===== src/rtl/clk_div_ctrl_pkg.sv =====
// Shared types and encodings for the clock-enable divider controller.
// Imported by the top level and by the down-counter.
package clk_div_ctrl_pkg;

    typedef enum logic {
        ST_IDLE = 1'b0,
        ST_RUN  = 1'b1
    } state_e;

    localparam logic MODE_PERIODIC = 1'b0;
    localparam logic MODE_ONESHOT  = 1'b1;

    localparam int CNT_W_DEF  = 16;
    localparam int TCNT_W_DEF = 8;

endpackage


===== src/rtl/clk_div_ctrl_counter.sv =====
// Loadable down-counter that paces the tick enable.
// A load takes priority over a decrement; zero is a plain combinational decode.
module div_down_counter
    import clk_div_ctrl_pkg::*;
#(
    parameter int CNT_W = CNT_W_DEF
) (
    input  logic             clk,
    input  logic             reset,
    input  logic             load,
    input  logic [CNT_W-1:0] load_val,
    input  logic             en,
    output logic [CNT_W-1:0] count,
    output logic             zero
);

    logic [CNT_W-1:0] count_q;
    logic [CNT_W-1:0] count_d;

    always_comb begin
        count_d = count_q;
        if (load) begin
            count_d = load_val;
        end else if (en) begin
            count_d = count_q - CNT_W'(1);
        end
    end

    always_ff @(posedge clk) begin
        if (reset) begin
            count_q <= '0;
        end else begin
            count_q <= count_d;
        end
    end

    assign count = count_q;
    assign zero  = (count_q == '0);

endmodule


===== src/rtl/clk_div_ctrl.sv =====
// Programmable clock-enable controller: one tick every cfg_div+1 cycles on clk,
// plus a square wave toggling on each tick. No derived clocks.
//
// state   | meaning
// --------+---------------------------------------------------------------
// ST_IDLE | stopped; cfg accepted; start (without stop) loads the counter
// ST_RUN  | counting down; tick on terminal count; stop returns to IDLE
module clk_div_ctrl
    import clk_div_ctrl_pkg::*;
#(
    parameter int CNT_W  = CNT_W_DEF,
    parameter int TCNT_W = TCNT_W_DEF
) (
    input  logic              clk,
    input  logic              reset,
    input  logic              cfg_valid,
    output logic              cfg_ready,
    input  logic [CNT_W-1:0]  cfg_div,
    input  logic              cfg_mode,
    input  logic              start,
    input  logic              stop,
    output logic              tick,
    output logic              sq_out,
    output logic              busy,
    output logic [TCNT_W-1:0] tick_cnt
);

    state_e              state_q, state_d;
    logic [CNT_W-1:0]    div_q, div_d;
    logic                mode_q, mode_d;
    logic                tick_q, tick_d;
    logic                sq_q, sq_d;
    logic                busy_q, busy_d;
    logic                cfg_ready_q, cfg_ready_d;
    logic [TCNT_W-1:0]   tick_cnt_q, tick_cnt_d;

    logic                cfg_accept;
    logic [CNT_W-1:0]    eff_div;
    logic                eff_mode;
    logic                cnt_load;
    logic [CNT_W-1:0]    cnt_load_val;
    logic                cnt_en;
    logic [CNT_W-1:0]    cnt_value;
    logic                cnt_zero;

    div_down_counter #(
        .CNT_W (CNT_W)
    ) u_counter (
        .clk      (clk),
        .reset    (reset),
        .load     (cnt_load),
        .load_val (cnt_load_val),
        .en       (cnt_en),
        .count    (cnt_value),
        .zero     (cnt_zero)
    );

    // A cfg accepted on the same edge as start is used immediately (bypass).
    assign cfg_accept = cfg_valid && (state_q == ST_IDLE);
    assign eff_div    = cfg_accept ? cfg_div  : div_q;
    assign eff_mode   = cfg_accept ? cfg_mode : mode_q;

    always_comb begin
        state_d      = state_q;
        div_d        = div_q;
        mode_d       = mode_q;
        tick_d       = 1'b0;
        sq_d         = sq_q;
        tick_cnt_d   = tick_cnt_q;
        cnt_load     = 1'b0;
        cnt_load_val = div_q;
        cnt_en       = 1'b0;

        if (cfg_accept) begin
            div_d  = cfg_div;
            mode_d = cfg_mode;
        end

        case (state_q)
            ST_IDLE: begin
                if (start && !stop) begin
                    state_d      = ST_RUN;
                    cnt_load     = 1'b1;
                    cnt_load_val = eff_div;
                    tick_cnt_d   = '0;
                end
            end
            ST_RUN: begin
                if (stop) begin
                    state_d = ST_IDLE;
                end else if (cnt_zero) begin
                    tick_d       = 1'b1;
                    sq_d         = ~sq_q;
                    tick_cnt_d   = tick_cnt_q + TCNT_W'(1);
                    cnt_load     = 1'b1;
                    cnt_load_val = div_q;
                    if (mode_q == MODE_ONESHOT) begin
                        state_d = ST_IDLE;
                    end
                end else begin
                    cnt_en = 1'b1;
                end
            end
            default: begin
                state_d = ST_IDLE;
            end
        endcase

        busy_d      = (state_d == ST_RUN);
        cfg_ready_d = (state_d == ST_IDLE);
    end

    always_ff @(posedge clk) begin
        if (reset) begin
            state_q     <= ST_IDLE;
            div_q       <= '0;
            mode_q      <= MODE_PERIODIC;
            tick_q      <= 1'b0;
            sq_q        <= 1'b0;
            busy_q      <= 1'b0;
            cfg_ready_q <= 1'b1;
            tick_cnt_q  <= '0;
        end else begin
            state_q     <= state_d;
            div_q       <= div_d;
            mode_q      <= mode_d;
            tick_q      <= tick_d;
            sq_q        <= sq_d;
            busy_q      <= busy_d;
            cfg_ready_q <= cfg_ready_d;
            tick_cnt_q  <= tick_cnt_d;
        end
    end

    assign cfg_ready = cfg_ready_q;
    assign busy      = busy_q;
    assign tick      = tick_q;
    assign sq_out    = sq_q;
    assign tick_cnt  = tick_cnt_q;

endmodule

===== config.mk =====
export PLATFORM = sky130hd
export DESIGN_NAME = clk_div_ctrl
export DESIGN_NICKNAME = d
export VERILOG_FILES = /design/src/rtl/clk_div_ctrl_pkg.sv /design/src/rtl/clk_div_ctrl_counter.sv /design/src/rtl/clk_div_ctrl.sv
export SDC_FILE = /design/constraint.sdc
export NUM_CORES = 1
export LEC_CHECK = 0
export ABC_AREA = 1
export BUFFER_PORTS_ARGS = -buffer_cell sky130_fd_sc_hd__buf_2
export CORE_UTILIZATION = 45
export CTS_CLUSTER_SIZE = 8
export DETAILED_ROUTE_END_ITERATION = 8
export PLACE_DENSITY = 0.63
export SYNTH_ARGS = -nofsm -noshare
export SYNTH_HDL_FRONTEND = slang
export SYNTH_SLANG_ARGS = --single-unit

===== constraint.sdc =====
create_clock -name clk -period 3.9 [get_ports clk]
set_clock_uncertainty 0.05 [all_clocks]
set_input_delay 0.195 -clock clk [delete_from_list [all_inputs] [get_ports clk]]
set_output_delay 0.195 -clock clk [all_outputs]
set_load 0.02 [all_outputs]

After elaboration in Yosys (flattened, before gate mapping)
Cells that the tools add are included.

cells by class
  add/subtract/negate cells = 2
  equal/unequal tests = 3
  multiplexer cells = 20
  bitwise logic cells = 4
  reduce and logical (&&, ||, !) cells = 8

operators by type and width
  operator                                                              number
  16-bit 2-to-1 mux                                                     4
  16-bit one-hot mux with 2 select lines                                1
  8-bit 2-to-1 mux                                                      3
  16-bit logical NOT                                                    1
  8-bit one-hot mux with 2 select lines                                 1
  16-bit by 1-bit subtractor with 16-bit output, second input constant  1
  1-bit 2-to-1 mux                                                      9
  8-bit by 1-bit adder with 8-bit output, second input constant         1
  3-bit AND reduction                                                   2
  2-bit by 1-bit != test with 1-bit output, second input constant       2
  1-bit inverter                                                        4
  1-bit one-hot mux with 2 select lines                                 2
  1-bit logical AND                                                     2
  2-bit != test, second input constant                                  1
  2-bit nonzero test                                                    1
  2-bit OR reduction                                                    1
  1-bit logical NOT                                                     1

storage, ports and cells
  bits in registers = 45
  input port bits = 22
  output and inout port bits = 12
  word-level logic and storage cells = 45

Logic depth before layout (Yosys ltp)
Gate-level depths: netlist of run 1.

  depth after elaboration = 6
  mapped depth = 11
  mapped depth without buffers = 11

Cells and area by module
A second synthesis of run 1 with hierarchy kept.

unflattened totals
  cells, all modules = 364
  area, all modules = 2,573.7 um^2

by module, submodules not included
  module            instances  cells an instance  area an instance (um^2)  sequential area each (um^2)
  clk_div_ctrl      1          190                1,458.9                  580.6
  div_down_counter  1          174                1,114.8                  320.3

Worst setup path before layout of run 1
OpenSTA, ideal clock, no wires.

  kind = register to register
  start point = register u_counter.count_q[0] (netlist: u_counter.count[0])
  end point = register u_counter.count_q[6] (netlist: u_counter.count[6])
  library setup time = 0.117 ns
  arrival = 1.385 ns
  required time = 3.733 ns
  path slack = 2.348 ns
  cell stages (with the launch flop) = 11
  buffers on the path = 1
  period minus slack after synthesis = 1.552 ns
  cells stage by stage = dfxtp_1 -> inv_1 -> ha_1 -> nand2_1 -> nor2_2 -> nand3_4 -> buf_2 -> nand3_1 -> nand2_1 -> nor2_1 -> nor2_1

on the way
  word-level cells in the longest chain between the ends = 5
  elaborated cells on any way between the ends = 11
  classes of those cells = add/sub (1); mux (8); reduce/logical (2)

ends and longest elaborated chain
  what                                                                                   RTL line                    RTL
  start, declared                                                                        clk_div_ctrl_counter.sv:17  logic [CNT_W-1:0] count_q;
  start signal, assigned                                                                 clk_div_ctrl_counter.sv:33  count_q <= count_d;
  branches (longest 5 deep; another with 16-bit by 1-bit subtractor with 16-bit output)  -

Parallel ways; which one is timed is not known. The select of a mux whose other input is x is not followed.
A chain may end at the register's enable or synchronous reset.

Final worst setup path of run 1
  start point = register u_counter.count_q[0] (netlist: u_counter.count[0])
  end point = register u_counter.count_q[7] (netlist: u_counter.count[7])

The elaborated chain is that of the path after synthesis.

==> results of run 1 <==
path summary, 6_finish.rpt:
| check | start | endpoint | slack, ps | depth (start not counted) |
|---|---|---|---|---|
| setup reg to reg | u_counter.count[0] | u_counter.count[7] | 1850 | 11 |
| hold / removal | cfg_mode | mode_q | 90 | 3 |
| setup / recovery | u_counter.count[0] | u_counter.count[7] | 1850 | 11 |
| hold reg to reg | tick_cnt[3] | tick_cnt[3] | 450 | 2 |
Yosys cell counts:
| library cell | count | area share, % |
|---|---|---|
| ha_1 | 2 | 0.97 |
| nand3_4 | 1 | 0.68 |
| a21o_1 | 1 | 0.29 |
| clkbuf_1 | 5 | 0.73 |
| a31oi_1 | 2 | 0.48 |
| nand3_1 | 30 | 5.8 |
| nor2_2 | 2 | 0.48 |
| nor2_4 | 4 | 1.7 |
| o211ai_1 | 6 | 1.7 |
| o21ai_1 | 5 | 0.97 |
| nor2_1 | 63 | 9.1 |
| buf_6 | 2 | 0.87 |
| buf_2 | 3 | 0.58 |
| xor2_1 | 4 | 1.4 |
| inv_2 | 5 | 0.73 |
| nand2_1 | 98 | 14 |
| or2_0 | 6 | 1.5 |
| nor3_1 | 2 | 0.39 |
| buf_4 | 5 | 1.5 |
| o21ai_0 | 36 | 7.0 |
| a21oi_1 | 22 | 4.3 |
| nand3b_1 | 4 | 1.2 |
| nand4_1 | 5 | 1.2 |
| nand2_4 | 2 | 0.87 |
| dfxtp_1 | 45 | 35 |
| nand2_2 | 1 | 0.24 |
| inv_1 | 44 | 6.4 |
cells by family (layout without fill, tap and decap cells):
group,after synthesis,count (layout),share of synthesized area (%)
and+or+nand+nor,218,218,37.4
AOI/OAI and AO/OA,72,72,14.7
buffers and inverters,64,90,10.7
DFF,45,45,34.8
xor gates and xnor gates,4,4,1.35
adders and majority gates,2,2,0.967
worst register-to-register path: cells and delay by family (launching register included):
| family | cells | cell delay (ps) |
|---|---|---|
| buf+inv | 3 | 310 |
| fa+ha+maj | 1 | 250 |
| flops | 1 | 310 |
| simple gates | 7 | 1050 |
layer usage:
layer	up-vias	track usage (%)	routed length [µm]
li1	1343	-	-
met2	54	35.9	2710
met4	0	5.66	59
met1	1085	31.7	3190
met3	5	3.29	229
met5	-	0	0
power by group through the flow:
stage / Clock [mW] / Combinational [mW] / Sequential (mW)
finish: 0.288 / 0.278 / 0.517
global route: 0.312 / 0.323 / 0.522
CTS: 0.298 / 0.277 / 0.517
detailed placement: 0 / 0.276 / 0.527
global placement: 0 / 0.274 / 0.527
floorplan: 0 / 0.223 / 0.522
metrics by stage:
step	hold slack, ps	power [mW]	utilization (%)
after global placement	396	0.801	49.9
after global routing	138	1.16	51.4
final	92.2	1.08	51.4
after floorplan	312	0.746	-
after detailed placement	402	0.803	49.9
after CTS	91.7	1.09	51.4
registers in the layout (all words and copies together) (netlist names):
register / flops
div_q: 16
u_counter.count: 16
tick_cnt: 8
busy: 1
cfg_ready: 1
mode_q: 1
sq_out: 1
tick: 1
layout make-up:
type	count	share of cell area, %
inverter	49	6.50
clock inverter	1	0.265
timing repair buffer	33	5.83
clock buffer	7	2.70
multi-input combinational	296	49.7
sequential	45	31.8
tap	72	3.18
==> results.json, run 1 <==
{
  "status": "finished, final reports clean",
  "root_buffer": "clkbuf_8",
  "tightest_slew_ps": 600,
  "placedCellCount": 495,
  "hold_viol": 0,
  "min_period_ps": 2050,
  "clkSinkCount": 45,
  "p_int_mw": 0.715,
  "maxSlewViolCount": 0,
  "period_share_pct": 52.5,
  "p_sw_share_pct": 34.0,
  "drive_gt1_share_pct": 12.5,
  "syn_nets": 429,
  "hold_buffers": 0,
  "crit_required_ps": 4060,
  "fin_area_mm2": 0.00283,
  "wl_per_cell_um": 12.3,
  "rsz0062_at_grt": "false",
  "worstSetupPathType": "reg -> reg",
  "cpPeakStageDelay_ps": 310,
  "worstPathArrival_ps": 2200,
  "ys_types": 27,
  "path_cells": "inv_1 -> ha_1 -> nand2_1 -> nor2_2 -> nand3_4 -> nand2_4 -> inv_2 -> nand2_1 -> nand3_1 -> nand2_1 -> inv_1",
  "htreeDepth": 2,
  "fin_cells": 503,
  "antenna_found_initial": 0,
  "cp-start-kind": "flop",
  "hold_path_class": "in -> reg",
  "multiInputGateArea_mm2": 0.00141,
  "syn_area_mm2": 0.00259,
  "hpwl_um": 4380,
  "synth.ff_latch_count": 45,
  "cts_inserted_buffers": 5,
  "fin_nets": 454,
  "p_per_area_mw_per_mm2": 383,
  "dr.first_iter.drc_count": 193,
  "viasPerCell": 4.94,
  "core-area_mm2": 0.00551,
  "mostFrequentLayoutCells": "nand2_1, nor2_1, dfxtp_1, inv_1, o21ai_0",
  "seq_power_share_pct": 47.7,
  "diodes": 0,
  "place_area_mm2": 0.00275,
  "num_vias": 2487,
  "cts_buffer_depth": 2,
  "endpoint_kind": "flop",
  "die_w_um": 77.8,
  "pwr-share-comb_pct": 25.6,
  "grt_pass1_vias": 2322,
  "ant_nets": 0,
  "critical-path-top-delay-family": "simple AND/OR/NAND/NOR gates",
  "maxCapViolCount": 0,
  "leakagePower_nw": 1.33,
  "io_buffer_count": 33,
  "clock_latency_ps": 300,
  "n_fill_cell": 578,
  "start_util_pct": 47.0,
  "p_clk_share_pct": 26.6,
  "chipHeight_um": 77.8,
  "pre_cts_slack_ps": 1870,
  "register_area_um2": 901,
  "io_pins": 34,
  "wirelength_um": 6200,
  "row_count": 27,
  "cp_num_buf_inv": 3,
  "fmax_mhz": 488,
  "setup_viol": 0,
  "yosysWarnings": 0,
  "ys_seq_area_share_pct": 34.8,
  "route.detailed.drc": 0,
  "postCtsSetupBuffers": 0,
  "grt_overflow": 0,
  "routabilityCongestion": 0.827,
  "crit_fanout": 24,
  "setup_tns_ps": 0,
  "cts_tree": "done",
  "grt_pass1_wl_um": 10900,
  "cpMaxStageDelayCell": "dfxtp_1",
  "synth.avg_cell_area_um2": 6.39,
  "die-area_mm2": 0.00605,
  "max-vdd-ir-drop_v": 0.000176,
  "cts_resized": 0,
  "worst_slack_ps": 1850,
  "postSynthCellCount": 405,
  "crit_top_cell": "nand2_1",
  "slew_headroom_pct": 60.0,
  "area_growth_pct": 9.48,
  "firstDrtPassIters": 4,
  "path_clk_slew_ps": 90,
  "layout_commonest_cell": "nand2_1",
  "p_sw_mw": 0.368,
  "grt_max_degree": 35,
  "grt_usage_pct": 22.5
}
(Power assumes the default switching activity.)
==> inputs of run 2 (changes only) <==
Clock period 3.9 ns to 1.91 ns, I/O delays scaled along.
==> run 2 against run 1 <==
Against the previous run:
- setup slack worse by 1700 ps
- global-route usage is 0.16 points higher
- register-to-register slack lost 1700 ps
- power is 110% higher
- critical path type unchanged
- critical endpoint is now u_counter.count[13]
==> results.json, run 2 (synthesized netlist as in run 1, its figures left out) <==
{
  "leakagePower_nw": 1.39,
  "io_pins": 34,
  "hold_start": "cfg_div[11]",
  "rr_worst_depth": 10,
  "hpwl_um": 4660,
  "pre_cts_slack_ps": 108,
  "antenna_found_initial": 0,
  "maxCapViolCount": 0,
  "crit_fanout": 15,
  "placedCellCount": 505,
  "r2r-end": "u_counter.count[13]",
  "htreeDepth": 2,
  "grt_max_degree": 29,
  "worst_slack_ps": 144,
  "routabilityCongestion": 0.824,
  "worstSetupPathType": "reg -> reg",
  "grt_pass1_wl_um": 10900,
  "cts_tree": "done",
  "io_buffer_count": 33,
  "min_to": "div_q[11]",
  "seq_power_share_pct": 45.4,
  "viasPerCell": 5.01,
  "route.detailed.drc": 0,
  "slew_headroom_pct": 68.8,
  "firstDrtPassIters": 4,
  "timing.rr.start": "u_counter.count[0]",
  "area_growth_pct": 14.3,
  "crit_required_ps": 2060,
  "tightest_slew_ps": 466,
  "mostFrequentLayoutCells": "nand2_1, nor2_1, dfxtp_1, inv_1, o21ai_0",
  "fin_nets": 464,
  "clkSinkCount": 45,
  "cts_buffer_depth": 2,
  "setup_tns_ps": 0,
  "endpoint_kind": "flop",
  "wirelength_um": 6310,
  "grt_overflow": 0,
  "row_count": 27,
  "postCtsSetupBuffers": 0,
  "drive_gt1_share_pct": 15.4,
  "core-area_mm2": 0.00551,
  "die-area_mm2": 0.00605,
  "fin_cells": 513,
  "start_util_pct": 47.0,
  "die_w_um": 77.8,
  "maxSlewViolCount": 0,
  "rsz0062_at_grt": "false",
  "min_period_ps": 1770,
  "pwr-share-comb_pct": 26.2,
  "num_vias": 2572,
  "dr.first_iter.drc_count": 120,
  "clock_latency_ps": 300,
  "p_sw_share_pct": 34.1,
  "hold_path_class": "in -> reg",
  "worstPathArrival_ps": 1920,
  "setup_viol": 0,
  "grt_usage_pct": 22.7,
  "hold_viol": 0,
  "p_per_area_mw_per_mm2": 786,
  "rrSetupSlack_ps": 140,
  "finish.utilization_pct": 53.7,
  "period_share_pct": 92.5,
  "p_sw_mw": 0.793,
  "register_area_um2": 901,
  "min_path_cells": 3,
  "root_buffer": "clkbuf_8",
  "wl_per_cell_um": 12.3,
  "p_clk_share_pct": 28.4,
  "multiInputGateArea_mm2": 0.00142,
  "ant_nets": 0,
  "layout_commonest_cell": "nand2_1",
  "max-vdd-ir-drop_v": 0.000373,
  "path_clk_slew_ps": 100,
  "cp-start-kind": "flop",
  "cts_inserted_buffers": 5,
  "diodes": 0,
  "hold_ws_ps": 6.66,
  "grt_pass1_vias": 2375,
  "n_fill_cell": 568,
  "chipHeight_um": 77.8,
  "fmax_mhz": 566,
  "status": "finished, final reports clean",
  "p_int_mw": 1.53
}
[run 2: layout make-up]
| type | count | area share (%) |
|---|---|---|
| clock buffers | 6 | 2.79 |
| clock inverters | 2 | 0.593 |
| inverters | 49 | 6.35 |
| multi-input cells | 296 | 48.2 |
| flip-flops and latches | 45 | 30.5 |
| well taps | 72 | 3.05 |
| repair buffers | 43 | 8.55 |
[run 2: critical path, stage by stage, from the launching register on]
cell	delay [ps]
dfxtp_1	310
inv_1	100
ha_2	230
nand2_1	150
nor2_4	170
nand3_4	160
nand2_8	150
buf_4	150
a21oi_1	40
nor2_1	100
nor2_1	40
[run 2: how the worst max path moves through the flow]
stage,startpoint,endpoint
after floorplan,u_counter.count[0],u_counter.count[6]
after global placement,u_counter.count[0],u_counter.count[15]
after detailed placement,u_counter.count[0],u_counter.count[13]
after CTS,u_counter.count[0],u_counter.count[13]
after global routing,u_counter.count[0],u_counter.count[7]
final,u_counter.count[0],u_counter.count[13]
[run 2: per-stage QoR]
| stage | instance area, µm² | power (mW) |
|---|---|---|
| after floorplan | 2590 | 1.52 |
| after global placement | 2840 | 1.67 |
| after detailed placement | 2840 | 1.67 |
| after CTS | 2940 | 2.33 |
| after global routing | 2960 | 2.48 |
| final | 2960 | 2.32 |
[run 2: metal layers]
metal / global-route usage, % / vias to the layer above / wire length, µm
met2: 34.7 / 60 / 2710
met4: 6.60 / 0 / 56
met5: 0 / - / 0
met1: 32.6 / 1136 / 3220
li1: - / 1372 / -
met3: 3.53 / 4 / 327
[run 2: what timing repair did]
item,4_1_cts,5_1_grt
endpoints found under the setup margin,0,18
hold buffers,0,0
gates resized for setup,0,4
[run 2: power groups by stage]
stage | Sequential, mW | Clock, mW | Combinational (mW)
global route | 1.06 | 0.712 | 0.701
global placement | 1.07 | 0 | 0.595
detailed placement | 1.07 | 0 | 0.597
CTS | 1.05 | 0.673 | 0.600
floorplan | 1.07 | 0 | 0.456
finish | 1.05 | 0.659 | 0.609
